**src/rtl/prescaler_burst_if.sv**
```systemverilog
// Control/status bundle between a serial-protocol engine and the SCK prescaler.
// o_period_cnt is present only when PRESCALER_BURST_PCNT_EN is defined.
interface prescaler_burst_if #(
  parameter int DIV_W = 16,
  parameter int CNT_W = 8
);
  logic             i_module_en;
  logic             i_ld;
  logic [DIV_W-1:0] i_ld_data;
  logic             i_cpol;
  logic             i_start;
  logic [CNT_W-1:0] i_burst_len;
  logic             i_stop;
  logic             o_sclk;
  logic             o_sclk_rise;
  logic             o_sclk_fall;
  logic             o_busy;
  logic             o_done;
`ifdef PRESCALER_BURST_PCNT_EN
  logic [CNT_W-1:0] o_period_cnt;
`endif

  modport master (
    output i_module_en, i_ld, i_ld_data, i_cpol, i_start, i_burst_len, i_stop,
`ifdef PRESCALER_BURST_PCNT_EN
    input  o_period_cnt,
`endif
    input  o_sclk, o_sclk_rise, o_sclk_fall, o_busy, o_done
  );

  modport slave (
    input  i_module_en, i_ld, i_ld_data, i_cpol, i_start, i_burst_len, i_stop,
`ifdef PRESCALER_BURST_PCNT_EN
    output o_period_cnt,
`endif
    output o_sclk, o_sclk_rise, o_sclk_fall, o_busy, o_done
  );
endinterface

```
**src/rtl/prescaler_burst.sv**
```systemverilog
// Programmable SCK generator: (div+1)-cycle half-period, CPOL idle level, N-period burst or free-run.
// Define PRESCALER_BURST_PCNT_EN to expose the completed-period counter as o_period_cnt.
module prescaler_burst #(
  parameter int DIV_W = 16,
  parameter int CNT_W = 8
) (
  input  logic               i_sysclk,
  input  logic               i_sysrst,
  prescaler_burst_if.slave   bus
);

  typedef enum logic {S_IDLE = 1'b0, S_RUN = 1'b1} state_t;

  state_t           state_q, state_d;
  logic [DIV_W-1:0] div_pend_q, div_pend_d;
  logic [DIV_W-1:0] div_act_q, div_act_d;
  logic [DIV_W-1:0] counter_q, counter_d;
  logic             phase_q, phase_d;
  logic             cpol_q, cpol_d;
  logic             stop_pend_q, stop_pend_d;
  logic             done_q, done_d;
  logic [CNT_W-1:0] blen_q, blen_d;
  logic [CNT_W-1:0] periods_q, periods_d;

  logic             run;
  logic             en;
  logic             tc;
  logic             trailing;
  logic             fixed_end;
  logic             complete;
  logic             start_acc;
  logic             sclk;
  logic [CNT_W-1:0] periods_inc;

  assign run         = (state_q == S_RUN);
  assign en          = bus.i_module_en;
  assign tc          = run && (counter_q == div_act_q);
  // phase_q==1 means SCK is away from its idle level, so this tc returns it home
  assign trailing    = tc && phase_q;
  assign periods_inc = periods_q + 1'b1;
  assign fixed_end   = (blen_q != '0) && (periods_inc == blen_q);
  assign complete    = en && trailing && (fixed_end || stop_pend_q);
  assign start_acc   = !run && en && bus.i_start;
  assign sclk        = phase_q ^ cpol_q;

  // State register
  always_ff @(posedge i_sysclk or posedge i_sysrst) begin
    if (i_sysrst) begin
      state_q <= S_IDLE;
    end else begin
      state_q <= state_d;
    end
  end

  // Next-state logic
  always_comb begin
    state_d = state_q;
    if (!en) begin
      state_d = S_IDLE;
    end else begin
      case (state_q)
        S_IDLE:  if (bus.i_start) state_d = S_RUN;
        S_RUN:   if (complete)    state_d = S_IDLE;
        default: state_d = S_IDLE;
      endcase
    end
  end

  // Outputs
  always_comb begin
    bus.o_sclk      = sclk;
    bus.o_sclk_rise = tc && en && !sclk;
    bus.o_sclk_fall = tc && en && sclk;
    bus.o_busy      = run;
    bus.o_done      = done_q;
`ifdef PRESCALER_BURST_PCNT_EN
    bus.o_period_cnt = periods_q;
`endif
  end

  // Divider shadowing, counter/phase and burst bookkeeping
  always_comb begin
    div_pend_d = bus.i_ld ? bus.i_ld_data : div_pend_q;

    // Active divider only changes at a period boundary so a period never mixes two values
    div_act_d = div_act_q;
    if (!run || trailing) div_act_d = div_pend_q;

    cpol_d = run ? cpol_q : bus.i_cpol;

    counter_d = '0;
    phase_d   = 1'b0;
    if (run && en && !complete) begin
      counter_d = tc ? '0 : counter_q + 1'b1;
      phase_d   = tc ? !phase_q : phase_q;
    end

    blen_d      = blen_q;
    periods_d   = periods_q;
    stop_pend_d = 1'b0;
    if (start_acc) begin
      blen_d    = bus.i_burst_len;
      periods_d = '0;
    end else if (run && en) begin
      if (trailing) periods_d = periods_inc;
      stop_pend_d = (stop_pend_q || bus.i_stop) && !complete;
    end

    done_d = complete;
  end

  always_ff @(posedge i_sysclk or posedge i_sysrst) begin
    if (i_sysrst) begin
      div_pend_q  <= '0;
      div_act_q   <= '0;
      counter_q   <= '0;
      phase_q     <= 1'b0;
      cpol_q      <= 1'b0;
      stop_pend_q <= 1'b0;
      done_q      <= 1'b0;
      blen_q      <= '0;
      periods_q   <= '0;
    end else begin
      div_pend_q  <= div_pend_d;
      div_act_q   <= div_act_d;
      counter_q   <= counter_d;
      phase_q     <= phase_d;
      cpol_q      <= cpol_d;
      stop_pend_q <= stop_pend_d;
      done_q      <= done_d;
      blen_q      <= blen_d;
      periods_q   <= periods_d;
    end
  end

endmodule

```
**src/flat_wrapper.sv**
```systemverilog
// flat-port wrapper written by rule: the top's interface ports become plain ports
module prescaler_burst_flat 
#(
  parameter int DIV_W = 16,
  parameter int CNT_W = 8
)
  (i_sysclk, i_sysrst, bus_i_module_en, bus_i_ld, bus_i_ld_data, bus_i_cpol, bus_i_start, bus_i_burst_len, bus_i_stop, bus_o_sclk, bus_o_sclk_rise, bus_o_sclk_fall, bus_o_busy, bus_o_done);
  prescaler_burst_if #(.DIV_W(DIV_W), .CNT_W(CNT_W)) bus_i ();
  input  logic i_sysclk;
  input  logic i_sysrst;
  input wire logic [$bits(bus_i.i_module_en)-1:0] bus_i_module_en;
  input wire logic [$bits(bus_i.i_ld)-1:0] bus_i_ld;
  input wire logic [$bits(bus_i.i_ld_data)-1:0] bus_i_ld_data;
  input wire logic [$bits(bus_i.i_cpol)-1:0] bus_i_cpol;
  input wire logic [$bits(bus_i.i_start)-1:0] bus_i_start;
  input wire logic [$bits(bus_i.i_burst_len)-1:0] bus_i_burst_len;
  input wire logic [$bits(bus_i.i_stop)-1:0] bus_i_stop;
  output wire logic [$bits(bus_i.o_sclk)-1:0] bus_o_sclk;
  output wire logic [$bits(bus_i.o_sclk_rise)-1:0] bus_o_sclk_rise;
  output wire logic [$bits(bus_i.o_sclk_fall)-1:0] bus_o_sclk_fall;
  output wire logic [$bits(bus_i.o_busy)-1:0] bus_o_busy;
  output wire logic [$bits(bus_i.o_done)-1:0] bus_o_done;
  assign bus_i.i_module_en = bus_i_module_en;
  assign bus_i.i_ld = bus_i_ld;
  assign bus_i.i_ld_data = bus_i_ld_data;
  assign bus_i.i_cpol = bus_i_cpol;
  assign bus_i.i_start = bus_i_start;
  assign bus_i.i_burst_len = bus_i_burst_len;
  assign bus_i.i_stop = bus_i_stop;
  assign bus_o_sclk = bus_i.o_sclk;
  assign bus_o_sclk_rise = bus_i.o_sclk_rise;
  assign bus_o_sclk_fall = bus_i.o_sclk_fall;
  assign bus_o_busy = bus_i.o_busy;
  assign bus_o_done = bus_i.o_done;
  prescaler_burst #(.DIV_W(DIV_W), .CNT_W(CNT_W)) u_core (.i_sysclk(i_sysclk), .i_sysrst(i_sysrst), .bus(bus_i));
endmodule
```
**config.mk**
```make
export PLATFORM = sky130hd
export DESIGN_NAME = prescaler_burst_flat
export DESIGN_NICKNAME = d
export VERILOG_FILES = /design/src/rtl/prescaler_burst_if.sv /design/src/rtl/prescaler_burst.sv /design/src/flat_wrapper.sv
export SDC_FILE = /design/constraint.sdc
export NUM_CORES = 1
export LEC_CHECK = 0
export CORE_UTILIZATION = 30
export CTS_BUF_LIST = sky130_fd_sc_hd__clkbuf_4
export CTS_CLUSTER_SIZE = 28
export DETAILED_ROUTE_END_ITERATION = 12
export MAX_ROUTING_LAYER = met4
export SLEW_MARGIN = 10
export SYNTH_ARGS = -nofsm -noshare
export SYNTH_HDL_FRONTEND = slang
export SYNTH_SLANG_ARGS = --single-unit
```
**constraint.sdc**
```tcl
create_clock -name i_sysclk -period 4 [get_ports i_sysclk]
set_input_delay 0.8 -clock i_sysclk [delete_from_list [all_inputs] [get_ports i_sysclk]]
set_output_delay 0.8 -clock i_sysclk [all_outputs]
set_load 0.02 [all_outputs]
```
==> results of run 1 <==
[flip-flops by register name (all words and copies together) (netlist names)]
| name | flops |
|---|---|
| u_core.div_pend_q | 16 |
| u_core.bus.o_done | 1 |
| u_core.periods_q | 8 |
| u_core.phase_q | 1 |
| u_core.stop_pend_q | 1 |
| u_core.div_act_q | 16 |
| u_core.cpol_q | 1 |
| u_core.counter_q | 16 |
| u_core.blen_q | 8 |
| u_core.bus.o_busy | 1 |
[metal layers]
metal | share of wire, % | vias to the layer above
li1 | - | 1053
met1 | 47 | 1029
met2 | 48 | 32
met3 | 3.1 | 8
met4 | 1.2 | 0
met5 | 0 | -
[kinds of logic after synthesis]
logic type,count (synthesis)
mux,33
flops,69
fa+ha+maj,2
compound gates,23
xor+xnor,43
buf+inv,14
simple gates,100
[layout make-up]
class | count | area [um2]
fill | 1049 | 6570
sequential | 69 | 1730
multi-input combinational | 201 | 1450
timing repair buffer | 37 | 365
tap | 136 | 170
clock buffer | 9 | 67.6
clock inverter | 7 | 48.8
inverter | 6 | 22.5
[worst max-delay path by stage]
stage                             start          endpoint  slack, ns
floorplan                      i_sysrst  u_core.blen_q[0]       1.46
global placement        bus_i_module_en   bus_o_sclk_rise       0.86
detailed placement      bus_i_module_en   bus_o_sclk_fall       0.81
CTS                 u_core.counter_q[6]   bus_o_sclk_fall       0.50
global route        u_core.counter_q[0]   bus_o_sclk_fall       0.41
finish              u_core.counter_q[6]   bus_o_sclk_fall       0.56
[cells in the mapped netlist (all sizes together)]
library cell  instances
a22o                  1
and2                  2
o21ai                 9
inv                   5
dfrtp                69
clkbuf                5
nand3                14
nor2b                 1
a21oi                 5
and4                  2
a31oi                 1
nor3                  2
clkinv                1
nand2b                2
nand2                36
and3                  5
nand3b                1
ha                    2
xor2                 17
o41ai                 1
xnor2                26
buf                   3
or3                   1
a21o                  2
a21boi                1
mux2                 33
nand4                 5
a211o                 2
nor2                 22
nor3b                 4
o221ai                1
nor4                  3
[metrics by stage]
step / hold slack, ns / std cells / worst slack [ns] / utilization (%)
finish: 0.508 / 465 / 0.559 / 36.9
floorplan: 0.461 / 284 / 1.46 / -
CTS: 0.510 / 465 / 0.499 / 36.9
global placement: 0.487 / 449 / 0.858 / 35.8
detailed placement: 0.491 / 449 / 0.811 / 35.8
global route: 0.538 / 465 / 0.414 / 36.9
[power breakdown]
group          internal, mW  switching, mW
combinational         0.106         0.0747
clock                 0.128          0.254
sequential            0.753         0.0450
total                 0.987          0.374
[critical path, stage by stage (launching register included)]
cell and delay, ns:
dfrtp_1 0.46, xnor2_1 0.18, nand4_1 0.17, nor4_4 0.57
and3_1 0.26, clkdlybuf4s50_1 0.60
==> out/metrics.cfg, run 1 <==
[floorplanning]
core_area_um2=10400
io_pins=36
fp-row-count=37
die_area_um2=11200
start_util_pct=31.1
die_h_um=106
chipWidth_um=106

[global_routing]
groute.layer.met3.usage_pct=3.31
grt_pass1_vias=2289
grt_overflow=0
grt.busiest_layer=met2
grt_use_met2_pct=19.6
antenna_found_initial=0
track_usage_pct=12.3
grt_use_met1_pct=15.2
grt_max_degree=53
grt_pass1_wl_um=10600

[final_layout]
diodes=0
areaGrowthSynthToFinish_pct=18.9
nets=357
finalInstanceArea_um2=3850
drive_above_1_share_pct=18.5
mostFrequentLayoutCells=69 x dfrtp_1, 35 x clkdlybuf4s50_1, 34 x nand2_1
final_common_cell=dfrtp_1

[routing]
ant_nets=0
drt-pass1-iter-count=4
wl_per_cell_um=12.6
drt-vias-per-instance=4.56
drt_iter0_markers=79
wirelength_um=5840
vias=2122
drc_errors=0

[yosys]
synthSimpleGateAreaFrac_pct=15.8
syn_inst=284
syn_avg_cell_area_um2=11.4
synthMuxAreaShare_pct=11.5
synth-seq-cells=69
synth_cell_types=41
yosysTopAreaCellShare_pct=53.3
synth_xor_area_share_pct=11.6
synth-seq-area-share_pct=53.3
synth_area_um2=3240
synthAdderAreaFrac_pct=0.773
synth.top_cells.by_area=dfrtp_1 53%, mux2_2 11%, xnor2_1 7.0%
yosysTopAreaCell=dfrtp_1
synth_top_family_by_area=simple AND/OR/NAND/NOR gates
synth-compound-area-share_pct=4.98
syn_nets=317
yosysWarnings=0

[cts]
clk_latency_ns=0.41
tritoncts=done
cts.sinks=69
htree_levels=3
numCtsBuffers=9
cts_root_buf=clkbuf_4
cts_hold_buf=0
clock_path_buffers=2
post_cts_buffers=0
clk_pin_slew_ns=0.12
cts-resized-gates=0

[place]
postPlaceCellArea_um2=3730
dp.final_hpwl_um=4190
gp_congestion=0.810
io_buffers=35

[worst_hold_path]
min_path_type=reg2reg
hold_end=u_core.div_act_q[8]
hp-start=u_core.div_pend_q[8]
worstHoldPathCells=1

[sta]
fin_skew_ns=0.0171
setup_viol=0
period_minus_slack_ns=3.44
finalSetupTns_ns=0
tightest_slew_ns=1.05
max_freq_mhz=291
final-max-slew-violation-count=0
relSlewSlack_pct=29.8
period_share_pct=86.0
rsz0062_at_grt=no
hold_violations=0

[critical_path]
reg2regPathDepth=5
required_ns=3.20
cp_max_fo=7
r2r_end=u_core.periods_q[2]
rrSetupSlack_ns=1.73
crit_arrival_ns=2.64
critPathKind=reg2out
cp-end-kind=output pin
startpoint_type=flip-flop
rr_startpoint=u_core.counter_q[6]

[power]
power.total_mw=1.36
p_leak_nw=1.61
peakVddDrop_uv=198
power_per_cell_area_nw_per_um2=354

[run_status]
status=finished clean

[run]
maxCapViolations=0

Note: power is estimated with default switching activity, not from simulation.
==> run 2, diff against run 1 <==
- CORE_UTILIZATION: 30 -> 63
- PLACE_DENSITY: not set -> 0.88
==> out/metrics.cfg, run 2 (synthesis results as in run 1) <==
[final_layout]
nets=357  ; unchanged
drive_above_1_share_pct=18.6  ; was 18.5%
final_common_cell=dfrtp_1  ; unchanged
areaGrowthSynthToFinish_pct=17.4  ; was 18.9%
largestRegisters=u_core.counter_q (16), u_core.div_act_q (16), u_core.div_pend_q (16)  ; unchanged
diodes=0  ; unchanged
num-fill-cells=311  ; was 1,049
mostFrequentLayoutCells=69 x dfrtp_1, 35 x clkdlybuf4s50_1, 34 x nand2_1  ; unchanged

[critical_path]
reg2regPathDepth=5  ; unchanged
cp-end-kind=output pin  ; unchanged
r2r_end=u_core.periods_q[2]  ; unchanged
rr_startpoint=u_core.counter_q[12]  ; was u_core.counter_q[6]
startpoint_type=flip-flop  ; unchanged
required_ns=3.20  ; about the same
cp_max_fo=7  ; unchanged
rrSetupSlack_ns=1.80  ; was 1.73 ns
crit_arrival_ns=2.57  ; was 2.64 ns
crit_path_end=bus_o_sclk_fall  ; unchanged
critPathLaunch=u_core.counter_q[12]  ; was u_core.counter_q[6]
critPathKind=reg2out  ; unchanged

[sta]
hold_violations=0  ; unchanged
period_share_pct=84.3  ; was 86.0%
finalSetupTns_ns=0  ; unchanged
fin_skew_ns=0.0124  ; was 0.0171 ns
relSlewSlack_pct=50.4  ; was 29.8%
fin_ws_ns=0.629  ; was 0.559 ns
max_freq_mhz=297  ; was 291 MHz
whs_ns=0.514  ; was 0.508 ns
setup_viol=0  ; unchanged
period_minus_slack_ns=3.37  ; was 3.44 ns
final-max-slew-violation-count=0  ; unchanged
tightest_slew_ns=0.740  ; was 1.05 ns
rsz0062_at_grt=no  ; unchanged

[routing]
drc_errors=0  ; unchanged
wl_per_cell_um=14.9  ; was 12.6 um
drt-vias-per-instance=5.61  ; was 4.56
drt_iter0_markers=96  ; was 79
ant_nets=0  ; unchanged
drt-pass1-iter-count=4  ; unchanged
wirelength_um=5890  ; was 5840 um
vias=2214  ; was 2,122

[cts]
cts-resized-gates=0  ; unchanged
numCtsBuffers=9  ; unchanged
cts.sinks=69  ; unchanged
clk_pin_slew_ns=0.12  ; about the same
cts_root_buf=clkbuf_4  ; unchanged
clk_latency_ns=0.41  ; about the same
htree_levels=3  ; unchanged
cts_hold_buf=0  ; unchanged
tritoncts=done  ; unchanged
clock_path_buffers=2  ; unchanged
post_cts_buffers=0  ; unchanged

[power]
p_leak_nw=1.63  ; was 1.61 nW
power.total_mw=1.48  ; was 1.36 mW
peakVddDrop_uv=278  ; was 198 uV
power_per_cell_area_nw_per_um2=389  ; was 354 nW/um2

[global_routing]
antenna_found_initial=0  ; unchanged
grt_pass1_vias=2321  ; was 2,289
grt_max_degree=31  ; was 53
track_usage_pct=26.7  ; was 12.3%
grt_pass1_wl_um=10200  ; was 10,600 um
grt_overflow=0  ; unchanged

[floorplanning]
start_util_pct=66.8  ; was 31.1%
io_pins=36  ; unchanged
fp-row-count=25  ; was 37
die_area_um2=5430  ; was 11,200 um2
die_h_um=73.7  ; was 106 um
core_area_um2=4850  ; was 10,400 um2
chipWidth_um=73.7  ; was 106 um

[place]
dp_slack_ns=0.821  ; was 0.811 ns
dp.final_hpwl_um=4170  ; was 4190 um
io_buffers=35  ; unchanged
gp_congestion=0.834  ; was 0.810

[run_status]
status=finished clean  ; unchanged

[worst_hold_path]
min_path_type=reg2reg  ; unchanged

[run]
maxCapViolations=0  ; unchanged

## run 2: cell count changes in the layout (fill, tap and decap cells not counted)
cell | previous run | this run
bufinv_16 | 0 | 2
inv_6 | 2 | 0
clkinv_1 | 2 | 1
clkinv_4 | 0 | 1
clkinvlp_4 | 3 | 2
## run 2: power by group
group	total (mW)	switching, mW	internal, mW
Combinational	0.185	0.0788	0.106
Sequential	0.799	0.0455	0.753
Clock	0.496	0.246	0.250
## run 2: worst min path at each step
stage                                end  cells past startpoint                  from  slack (ns)
finish              u_core.div_pend_q[0]                      1  u_core.div_pend_q[0]        0.51
detailed placement   u_core.div_act_q[2]                      1  u_core.div_pend_q[2]        0.49
global route         u_core.div_act_q[7]                      1  u_core.div_pend_q[7]        0.53
floorplan               u_core.blen_q[5]                      2      u_core.blen_q[5]        0.46
CTS                  u_core.div_act_q[2]                      1  u_core.div_pend_q[2]        0.52
global placement    u_core.div_pend_q[8]                      1  u_core.div_pend_q[8]        0.49
## run 2: layout make-up
type / instances / area (um2) / area share [%]
Sequential cell: 69 / 1730 / 45.4
Multi-Input combinational cell: 201 / 1450 / 38.1
Timing Repair Buffer: 37 / 365 / 9.61
Clock inverter: 6 / 88.8 / 2.34
Tap cell: 67 / 83.8 / 2.20
Clock buffer: 9 / 67.6 / 1.78
Inverter: 6 / 22.5 / 0.592
## run 2: metrics by stage
step	instance area [um2]	util (%)	cells
2_1_floorplan	3240	-	284
3_3_place_gp	3650	75.2	380
3_5_place_dp	3650	75.2	380
4_1_cts	3800	78.4	395
5_1_grt	3800	78.4	395
6_report	3800	78.4	395
## run 2: layer usage
layer | up-vias | part of all wire (%) | GRT usage (%)
li1 | 1051 | - | -
met3 | 17 | 3.9 | 7.68
met4 | 0 | 2.7 | 13.2
met2 | 56 | 51 | 44.3
met1 | 1090 | 42 | 29.3
met5 | - | 0 | -
## run 2: critical path: stages, from the launching register on
cell,delay [ns]
dfrtp_1,0.46
xnor2_1,0.22
nand4_1,0.20
nor4_4,0.45
and3_1,0.24
clkdlybuf4s50_1,0.60
